[config.mk]
export PLATFORM = sky130hd
export DESIGN_NAME = trap_ctrl
export DESIGN_NICKNAME = d
export VERILOG_FILES = /design/src/rtl/trap_ctrl.sv
export SDC_FILE = /design/constraint.sdc
export NUM_CORES = 1
export LEC_CHECK = 0
export ABC_AREA = 1
export ABC_CLOCK_PERIOD_IN_PS = 3600
export CORE_ASPECT_RATIO = 1.25
export CORE_MARGIN = 10
export CORE_UTILIZATION = 41
export CTS_CLUSTER_DIAMETER = 100
export DETAILED_ROUTE_END_ITERATION = 8
export PLACE_DENSITY_LB_ADDON = 0.15
export SKIP_LAST_GASP = 1
export SLEW_MARGIN = 20
export SYNTH_ARGS = -nofsm -noshare
export SYNTH_HDL_FRONTEND = slang
export SYNTH_SLANG_ARGS = --single-unit
[constraint.sdc]
create_clock -name clock -period 3.6 [get_ports clock]
set_clock_uncertainty 0.2 [all_clocks]
set_input_delay 0.72 -clock clock [delete_from_list [all_inputs] [get_ports clock]]
set_output_delay 0.72 -clock clock [all_outputs]
set_load 0.05 [all_outputs]
[src/rtl/trap_ctrl.sv]
// Machine-mode trap sequencer: takes exceptions, interrupts and mret from the
// execute stage, flushes the pipe, strobes the CSR file and redirects fetch.
module trap_ctrl #(
    parameter int XLEN = 32
) (
    input  logic            clock,
    input  logic            reset,
    input  logic            exc_valid,
    input  logic [3:0]      exc_code,
    input  logic [XLEN-1:0] exc_pc,
    input  logic [XLEN-1:0] exc_tval,
    input  logic            irq_sw,
    input  logic            irq_timer,
    input  logic            irq_ext,
    input  logic [XLEN-1:0] mie_bits,
    input  logic            mstatus_mie,
    input  logic [XLEN-1:0] mtvec,
    input  logic [XLEN-1:0] mepc,
    input  logic            retire_valid,
    input  logic [XLEN-1:0] next_pc,
    input  logic            mret_valid,
    output logic            stall,
    output logic            flush,
    output logic            trap_we,
    output logic            mret_we,
    output logic [XLEN-1:0] trap_epc,
    output logic [XLEN-1:0] trap_cause,
    output logic [XLEN-1:0] trap_tval,
    output logic            redirect_valid,
    output logic [XLEN-1:0] redirect_pc,
    input  logic            redirect_ready,
    output logic [XLEN-1:0] trap_count
);

    typedef enum logic [2:0] {
        S_IDLE,
        S_FLUSH,
        S_COMMIT,
        S_MRET,
        S_REDIRECT
    } state_t;

    localparam logic [XLEN-1:0] CNT_ONE = {{(XLEN-1){1'b0}}, 1'b1};

    state_t          state_q, state_d;
    logic            is_mret_q, is_mret_d;
    logic            stall_q, stall_d;
    logic            flush_q, flush_d;
    logic            trap_we_q, trap_we_d;
    logic            mret_we_q, mret_we_d;
    logic [XLEN-1:0] trap_epc_q, trap_epc_d;
    logic [XLEN-1:0] trap_cause_q, trap_cause_d;
    logic [XLEN-1:0] trap_tval_q, trap_tval_d;
    logic            redirect_valid_q, redirect_valid_d;
    logic [XLEN-1:0] redirect_pc_q, redirect_pc_d;
    logic [XLEN-1:0] trap_count_q, trap_count_d;

    // Interrupt qualification and fixed priority: external > software > timer.
    logic            irq_ext_en, irq_sw_en, irq_timer_en;
    logic            irq_take;
    logic [3:0]      irq_code;
    logic [XLEN-1:0] irq_cause;
    logic [XLEN-1:0] exc_cause;

    assign irq_ext_en   = irq_ext   & mie_bits[11];
    assign irq_sw_en    = irq_sw    & mie_bits[3];
    assign irq_timer_en = irq_timer & mie_bits[7];
    assign irq_take     = mstatus_mie & retire_valid & (irq_ext_en | irq_sw_en | irq_timer_en);

    always_comb begin
        irq_code = 4'd7;
        if (irq_ext_en) begin
            irq_code = 4'd11;
        end else if (irq_sw_en) begin
            irq_code = 4'd3;
        end
    end

    assign irq_cause = {1'b1, {(XLEN-5){1'b0}}, irq_code};
    assign exc_cause = {{(XLEN-4){1'b0}}, exc_code};

    // Trap target: vectored mode only offsets interrupts, exceptions use the base.
    logic [XLEN-1:0] trap_base;
    logic [XLEN-1:0] vec_offset;
    logic [XLEN-1:0] trap_target;

    assign trap_base   = {mtvec[XLEN-1:2], 2'b00};
    assign vec_offset  = {trap_cause_q[XLEN-3:0], 2'b00};
    assign trap_target = (mtvec[1:0] == 2'b01 && trap_cause_q[XLEN-1])
                         ? trap_base + vec_offset : trap_base;

    logic unused_ok;
    assign unused_ok = ^{mie_bits[XLEN-1:12], mie_bits[10:8], mie_bits[6:4],
                         mie_bits[2:0], trap_cause_q[XLEN-2]};

    always_comb begin
        // NOTE: every _d starts from its _q (strobes from 0) so no path infers a latch.
        state_d          = state_q;
        is_mret_d        = is_mret_q;
        stall_d          = stall_q;
        flush_d          = 1'b0;
        trap_we_d        = 1'b0;
        mret_we_d        = 1'b0;
        trap_epc_d       = trap_epc_q;
        trap_cause_d     = trap_cause_q;
        trap_tval_d      = trap_tval_q;
        redirect_valid_d = redirect_valid_q;
        redirect_pc_d    = redirect_pc_q;
        trap_count_d     = trap_count_q;

        unique case (state_q)
            S_IDLE: begin
                stall_d          = 1'b0;
                redirect_valid_d = 1'b0;
                if (exc_valid) begin
                    state_d      = S_FLUSH;
                    is_mret_d    = 1'b0;
                    stall_d      = 1'b1;
                    flush_d      = 1'b1;
                    trap_epc_d   = exc_pc;
                    trap_cause_d = exc_cause;
                    trap_tval_d  = exc_tval;
                end else if (irq_take) begin
                    state_d      = S_FLUSH;
                    is_mret_d    = 1'b0;
                    stall_d      = 1'b1;
                    flush_d      = 1'b1;
                    trap_epc_d   = next_pc;
                    trap_cause_d = irq_cause;
                    trap_tval_d  = '0;
                end else if (mret_valid) begin
                    state_d   = S_FLUSH;
                    is_mret_d = 1'b1;
                    stall_d   = 1'b1;
                    flush_d   = 1'b1;
                end
            end
            S_FLUSH: begin
                stall_d = 1'b1;
                if (is_mret_q) begin
                    state_d   = S_MRET;
                    mret_we_d = 1'b1;
                end else begin
                    state_d      = S_COMMIT;
                    trap_we_d    = 1'b1;
                    trap_count_d = trap_count_q + CNT_ONE;
                end
            end
            S_COMMIT: begin
                state_d          = S_REDIRECT;
                stall_d          = 1'b1;
                redirect_valid_d = 1'b1;
                redirect_pc_d    = trap_target;
            end
            S_MRET: begin
                state_d          = S_REDIRECT;
                stall_d          = 1'b1;
                redirect_valid_d = 1'b1;
                redirect_pc_d    = mepc;
            end
            S_REDIRECT: begin
                // Hold target and valid until fetch takes the handshake.
                stall_d = 1'b1;
                if (redirect_valid_q && redirect_ready) begin
                    state_d          = S_IDLE;
                    stall_d          = 1'b0;
                    redirect_valid_d = 1'b0;
                end
            end
            default: begin
                state_d          = S_IDLE;
                stall_d          = 1'b0;
                redirect_valid_d = 1'b0;
            end
        endcase
    end

    always_ff @(posedge clock) begin
        if (!reset) begin
            state_q          <= S_IDLE;
            is_mret_q        <= 1'b0;
            stall_q          <= 1'b0;
            flush_q          <= 1'b0;
            trap_we_q        <= 1'b0;
            mret_we_q        <= 1'b0;
            trap_epc_q       <= '0;
            trap_cause_q     <= '0;
            trap_tval_q      <= '0;
            redirect_valid_q <= 1'b0;
            redirect_pc_q    <= '0;
            trap_count_q     <= '0;
        end else begin
            // NOTE: non-blocking updates keep every flop sampling pre-edge values.
            state_q          <= state_d;
            is_mret_q        <= is_mret_d;
            stall_q          <= stall_d;
            flush_q          <= flush_d;
            trap_we_q        <= trap_we_d;
            mret_we_q        <= mret_we_d;
            trap_epc_q       <= trap_epc_d;
            trap_cause_q     <= trap_cause_d;
            trap_tval_q      <= trap_tval_d;
            redirect_valid_q <= redirect_valid_d;
            redirect_pc_q    <= redirect_pc_d;
            trap_count_q     <= trap_count_d;
        end
    end

    assign stall          = stall_q;
    assign flush          = flush_q;
    assign trap_we        = trap_we_q;
    assign mret_we        = mret_we_q;
    assign trap_epc       = trap_epc_q;
    assign trap_cause     = trap_cause_q;
    assign trap_tval      = trap_tval_q;
    assign redirect_valid = redirect_valid_q;
    assign redirect_pc    = redirect_pc_q;
    assign trap_count     = trap_count_q;

    a_flush_stalls : assert property (@(posedge clock) disable iff (!reset)
        flush_q |-> stall_q);
    a_one_strobe : assert property (@(posedge clock) disable iff (!reset)
        !(trap_we_q && mret_we_q));

endmodule
* Word level (Yosys, flattened, before mapping) *
Index checks and enable logic that the tools add are counted.

storage, ports and cells
  bits in registers = 169
  logic and storage cells = 73

cells by class
  $add $sub $neg = 2
  equality and inequality tests = 7
  mux-type cells = 28
  bitwise logic cells = 9
  reductions and logical operators = 15

operators by type and width
  cell                                                              count
  32-bit two-way mux                                                7
  32-bit case mux with 2 select lines                               1
  32-bit by 1-bit adder with 32-bit output (second input constant)  1
  32-bit adder                                                      1
  3-bit two-way mux                                                 5
  2-bit AND reduction                                               7
  3-bit case mux with 4 select lines                                1
  1-bit two-way mux                                                 11
  3-bit by 2-bit == test with 1-bit output (second input constant)  2
  1-bit case mux with 3 select lines                                2
  1-bit AND                                                         5
  4-bit two-way mux                                                 1
  4-bit inequality test (second input constant)                     1
  2-bit nonzero test                                                2
  3-bit by 1-bit == test with 1-bit output (second input constant)  1
  3-bit == test (second input constant)                             1
  3-bit logical NOT                                                 1
  3-bit nonzero test                                                1
  3-bit OR reduction                                                1
  2-bit by 1-bit == test with 1-bit output (second input constant)  1
  1-bit logical AND                                                 2
  2-bit inequality test (second input constant)                     1
  1-bit inverter                                                    2
  1-bit OR                                                          2
  2-bit OR reduction                                                1

* Depth between registers and ports, before layout *
Gate-level depths: netlist (run 1).

  depth in word-level cells = 7
  depth in mapped cells = 14
  mapped depth without buffers = 14

* Worst setup path after synthesis (run 1) *
Ideal clock, no wire load.

  path type = input port to flip-flop
  from = input mtvec[2]
  to = register redirect_pc_q[8] (netlist: redirect_pc[8])
  library setup time = 134 ps
  arrival time = 2,087 ps
  data required time = 3,266 ps
  slack = 1,179 ps
  cell stages on the path = 11
  path buffers = 0
  cell sequence = ha_1 -> fa_1 -> nand2_1 -> nand2_1 -> inv_1 -> nor2_1 -> nand2_1 -> inv_1 -> or2_2 -> nand3_1 -> a31oi_1

on the way
  word-level cells in the longest chain between the ends = 3

ends and longest elaborated chain
  what                                 RTL line  source
  start, declared                      17        input logic [XLEN-1:0] mtvec,
  32-bit adder                         90        ? trap_base + vec_offset : trap_base;
  32-bit two-way mux                   90
  32-bit case mux with 2 select lines  111       unique case (state_q)
  end signal, assigned                 204       redirect_pc_q <= redirect_pc_d;
  end, declared                        55        logic [XLEN-1:0] redirect_pc_q, redirect_pc_d;

Every way passes these cells.
A chain may end at the register's enable or synchronous reset.

* Worst setup path after layout (run 1) *
  from = input mtvec[4]
  to = register redirect_pc_q[24] (netlist: redirect_pc[24])

The elaborated chain is that of the path after synthesis.

==> impl_results.md, run 1 <==
- Largest net degree at the start of global routing: 72
- Initial core utilization: 41.87%
- CTS max path bufs: 2
- Layout cell share with drive strength beyond 1: 5.225%
- Top cell by count, worst path: nand2_1
- Final RePlAce weighted congestion: 0.9226
- IO Count: 371
- Total CTS buffers: 17
- Vias in the first global route: 7779
- Detailed-route DRC error count: 0
- Initial antenna violation count: 0
- Post-Route WL: 27.26 mm
- DP Cell Count: 1570
- Total negative slack: 0 ns
- Critical Path RT: 3.68 ns
- Reg-to-Reg End: trap_count[29]
- Worst Setup SP: mtvec[4]
- GRT overflow: 0
- RR Startpoint: state_q[0]
- Post-Syn Area: 7356 um2
- Diode count: 0
- Fin cells: 1602
- Via count: 7893
- Vias per std cell: 4.927
- Leakage power: 4.574 nW
- Worst path slowest cell: clkdlybuf4s50_1
- I/O Buffers: 314
- Final core area utilization: 63.73%
- GRT Util Overall: 22.10%
- Crit path to: redirect_pc[24]
- Cts hold-fix bufs: 0
- Normalized max-slew margin: 53.33%
- #FFs+latches synth: 142
- Slew Limit Fails: 0
- # setup viols final: 0
- Avg Cell Area, Syn: 6.900 um2
- Worst EP arrival: 2.81 ns
- Rows: 54
- Fill count: 1598
- CTS root buffer: clkbuf_16
- Crit path max fanout: 5
- Post-DP Area: 10590 um2
- Crit Path Category: input pin to flip-flop
- Status: finished, final reports clean
- Clk sinks: 142
- Ratio of final minimum period to clock period: 75.93%
- Ys flop type: dfxtp_1
- Seq/Total Area, Yosys: 38.65%
- Post-synth EDFFs: 0
- Hold Fails Final Rpt: 0
- DRT Pass-1 Iters: 5
- First-pass GRT wire length: 42.25 mm
- CTS H-tree lvls: 4
- Full die area: 23730 um2
- Synth-to-Final Area Change: 52.19%
- Worst hold-check path type: flip-flop to flip-flop
- Synth Warn #: 0
- Fin crit period: 2.734 ns
- Multi-input gate area in the final layout: 3780 um2
- Critical path, cell by cell: clkdlybuf4s50_1, ha_1, nand2_1, inv_1, nand2_1, nand2_1, inv_1, nor2_1, nand3_1, o21ai_0, nand3_1, nand2_1, a21oi_1
- Clk Latency, worst-skew pair: 0.42 ns
- Clk pin slew, worst setup/hold paths: 0.06 ns
- Resize count post-CTS: 0
- R2R depth: 10
- Fmax: 365.8 MHz
- VDD IR max: 0.2999 mV
- PwrDens: 525.4 nW/um2
- Synth Instances: 1066
- CP endpoint kind: flip-flop
- Total power: 0.005881 W
- DRT iter0 DRCs: 477
- Critical path's largest stage delay: 0.47 ns
- Antenna-violating nets left: 0
- RSZ-0062 raised after global routing: no
- Setup Fix Bufs, Post-CTS: 0
- Nets@finish: 1577
- Die width: 139.8 um
- Routed len/inst: 17.02 um
- FF+latch area: 2843 um2
- Nature of the critical path startpoint: input pin
- Worst-margin pin slew: 0.7001 ns
- Hold Crit Start: redirect_pc[7]
- Die H: 169.8 um
- CTS tree: yes
- Netlist cell types: 44
- Design Area, Final: 11190 um2
- Most common cell after layout, fill and taps aside: clkdlybuf4s50_1
- Core Box Area: 17570 um2
- Async SR Flop Fraction: 0%
- Worst reg2reg setup slack: 1.08 ns
- Total of max-cap violations: 0
- Detailed placement HPWL: 21.02 mm
- Most frequent cells in the layout: clkdlybuf4s50_1 (312), nand2_1 (231), dfxtp_1 (142)
per-stage QoR:
step	setup slack (ns)	hold WS, ns
4_1_cts	0.9030	0.2645
3_5_place_dp	0.4850	0.2551
2_1_floorplan	1.179	0.2415
3_3_place_gp	0.5076	0.2509
5_1_grt	0.6621	0.2832
6_report	0.8665	0.2621
sequential cells by signal, summed over array words and instances, names as in the netlist:
signal          cells
flush               1
is_mret_q           1
mret_we             1
redirect_pc        32
redirect_valid      1
stall               1
state_q             3
trap_cause          5
trap_count         32
trap_epc           32
trap_tval          32
trap_we             1
layout make-up:
cell class                 count  share of cell area, %
multi-input combinational    760                  33.77
timing repair buffer         325                  28.95
inverter                     119                  3.990
clock buffer                  19                  4.046
clock inverter                13                  1.352
tap                          224                  2.504
sequential                   142                  25.39
worst max-delay path: cells and delay by family:
kind                     cells  cell delay (ns)
buffers and inverters        3             0.59
AO/OA/AOI/OAI                2             0.31
AND/OR/NAND/NOR              7             0.78
adder cells (fa/ha/maj)      1             0.40
Yosys cell counts, types with 2 or more instances:
| master | count | area, um2 |
|---|---|---|
| a21oi_1 | 86 | 430.4 |
| a31oi_1 | 9 | 56.30 |
| buf_1 | 6 | 22.52 |
| buf_2 | 7 | 35.03 |
| buf_4 | 27 | 202.7 |
| clkbuf_1 | 30 | 112.6 |
| clkinv_1 | 2 | 7.510 |
| dfxtp_1 | 142 | 2843 |
| ha_1 | 5 | 62.56 |
| inv_1 | 110 | 412.9 |
| inv_2 | 7 | 26.28 |
| mux2i_1 | 32 | 320.3 |
| nand2_1 | 231 | 867.1 |
| nand3_1 | 76 | 380.4 |
| nand3_2 | 2 | 20.02 |
| nand3b_1 | 4 | 30.03 |
| nand4_1 | 15 | 93.84 |
| nor2_1 | 95 | 356.6 |
| nor2_2 | 7 | 43.79 |
| nor3_1 | 22 | 110.1 |
| nor3_2 | 2 | 20.02 |
| nor3b_1 | 3 | 22.52 |
| nor4_1 | 3 | 18.77 |
| o21a_1 | 2 | 15.01 |
| o21ai_0 | 91 | 455.4 |
| o21ai_1 | 11 | 55.05 |
| o21bai_1 | 2 | 15.01 |
| o221ai_1 | 3 | 26.28 |
| o22ai_1 | 3 | 18.77 |
| or2_2 | 4 | 25.02 |
| xnor2_1 | 8 | 70.07 |
| xor2_1 | 7 | 61.31 |
cells by family (layout without fill, tap and decap cells):
group	after synthesis	count (layout)	share of synthesized area (%)
other	1	27	0.05098
AO/OA/AOI/OAI	211	211	15.05
AND/OR/NAND/NOR	469	469	27.69
adder cells (fa/ha/maj)	6	6	1.123
multiplexers	32	32	4.355
XOR/XNOR	15	15	1.786
flip-flops	142	142	38.65
buffers and inverters	190	476	11.29
power by group:
part	internal, W	leakage, nW	switching [W]
Combinational	0.000725	3.12	0.00144
Clock	0.00107	0.289	0.000737
Sequential	0.00179	1.16	0.000118
worst min path at each step:
stage                            to  slack, ns  depth (start not counted)
floorplan                   mret_we       0.24                          2
global placement    redirect_pc[18]       0.25                          2
detailed placement  redirect_pc[10]       0.26                          2
CTS                 redirect_pc[10]       0.26                          2
global route        redirect_pc[17]       0.28                          2
finish               redirect_pc[7]       0.26                          2
per-layer routing:
metal / GRT usage [%] / vias up / share of wire [%]
met1: 23.47 / 3494 / 38
met2: 37.87 / 315 / 48
met4: 8.228 / 0 / 2.5
met3: 9.854 / 45 / 11
met5: 0 / - / 0
li1: - / 4039 / -
Note: power is estimated with default switching activity, not from simulation.
==> inputs of run 2 (changes only) <==
Settings changed: ABC_CLOCK_PERIOD_IN_PS 3600 to 2700.
Clock period 3.6 ns to 2.7 ns, I/O delays scaled along.
==> run 2 against run 1 <==
Effect of this change: via count up 1.2%; sequential share of layout area down 0.40 points; sequential power up 33%; die area unchanged; wire length about the same; highest routed layer unchanged.
==> impl_results.md, run 2 (same netlist as run 1, synthesis figures left out) <==
- PwrDens: 693.5 nW/um2
- Critical Path RT: 1.96 ns
- Largest net degree at the start of global routing: 92
- Nature of the critical path startpoint: flip-flop
- Fill count: 1583
- Full die area: 23730 um2
- Hold Fails Final Rpt: 0
- Clk sinks: 142
- Routed len/inst: 16.78 um
- VDD IR max: 0.4781 mV
- Critical path's largest stage delay: 0.88 ns
- CP endpoint kind: output pin
- Initial core utilization: 41.87%
- CTS root buffer: clkbuf_16
- Clk Latency, worst-skew pair: 0.43 ns
- Final hold slack: 0.2636 ns
- Crit path max fanout: 6
- Multi-input gate area in the final layout: 3780 um2
- Core Box Area: 17570 um2
- Critical path, cell by cell: clkdlybuf4s50_1
- Final RePlAce weighted congestion: 0.9419
- Worst hold-check path type: flip-flop to flip-flop
- RSZ-0062 raised after global routing: no
- I/O Buffers: 314
- Design Area, Final: 11370 um2
- Clk pin slew, worst setup/hold paths: 0.06 ns
- CP delay by family, top: buffers and inverters
- CTS max path bufs: 2
- Crit Path Category: flip-flop to output pin
- Rows: 54
- Leakage power: 4.687 nW
- DP Cell Count: 1592
- Ratio of final minimum period to clock period: 92.58%
- CTS H-tree lvls: 4
- Most frequent cells in the layout: clkdlybuf4s50_1 (312), nand2_1 (231), dfxtp_1 (142)
- Die H: 169.8 um
- First-pass GRT wire length: 41.99 mm
- Detailed placement HPWL: 21.17 mm
- Diode count: 0
- GRT Util Overall: 22.11%
- Initial antenna violation count: 0
- Via count: 7987
- FF+latch area: 2843 um2
- Setup Fix Bufs, Post-CTS: 0
- Most common cell after layout, fill and taps aside: clkdlybuf4s50_1
- Vias in the first global route: 7735
- DRT iter0 DRCs: 507
- CTS tree: yes
- Fin cells: 1624
- Synth-to-Final Area Change: 54.60%
- Post-DP Area: 10780 um2
- Status: finished, final reports clean
- Vias per std cell: 4.918
- Worst EP arrival: 1.76 ns
- Total CTS buffers: 17
- Worst-margin pin slew: 0.6089 ns
- Normalized max-slew margin: 59.28%
- GRT overflow: 0
- # setup viols final: 0
- DRT Pass-1 Iters: 5
- Post-Route WL: 27.25 mm
- Fmax: 400.1 MHz
- CP Buf/Inv Count: 1
- Antenna-violating nets left: 0
- Die width: 139.8 um
- Nets@finish: 1599
- Slew Limit Fails: 0
- Layout cell share with drive strength beyond 1: 6.714%
- Final core area utilization: 64.74%
- Cts hold-fix bufs: 0
- Fin crit period: 2.500 ns
- Worst path slowest cell: clkdlybuf4s50_1
- Resize count post-CTS: 0
- Total of max-cap violations: 0
- Worst reg2reg setup slack: 0.51 ns
- Detailed-route DRC error count: 0
- IO Count: 371
- Total negative slack: 0 ns
[run 2: changes by cell type in the layout (fill, tap and decap cells not counted), sizes merged]
cell,before,now
bufinv,2,1
clkbuf,19,17
buf,13,35
inv,122,126
clkinv,5,4
[run 2: final cells by class]
cell class | instances | area share (%)
multi-input cells | 760 | 33.24
clock inverters | 15 | 1.463
repair buffers | 347 | 30.17
clock buffers | 17 | 3.741
inverters | 119 | 3.928
flip-flops and latches | 142 | 25.00
well taps | 224 | 2.465
[run 2: final timing paths]
check             startpoint               to  depth (start not counted)
min          redirect_pc[30]  redirect_pc[30]                          2
min reg2reg  redirect_pc[30]  redirect_pc[30]                          2
max reg2reg       state_q[2]   trap_count[18]                         11
max            trap_count[2]    trap_count[2]                          1
[run 2: routing by layer]
metal / vias up / routed length (um) / track usage [%] / part of all wire (%)
met4: 0 / 376 / 5.935 / 1.4
met1: 3570 / 10480 / 23.94 / 38
met5: - / 0 / 0 / 0
met2: 307 / 13390 / 37.87 / 49
li1: 4086 / - / - / -
met3: 24 / 2993 / 10.53 / 11
[run 2: power breakdown]
group          internal, W  switching (W)  total (W)
logic              0.00103        0.00194    0.00297
clock network      0.00132        0.00107    0.00238
registers          0.00238       0.000150    0.00253
total              0.00473        0.00316    0.00789
[run 2: through the flow]
stage               worst slack [ns]  power, W
floorplan                     0.3828  0.004395
global placement             -0.1334  0.005532
detailed placement           -0.1656  0.005550
CTS                           0.1775  0.007953
global route                 0.09499  0.008267
finish                        0.2003  0.007887
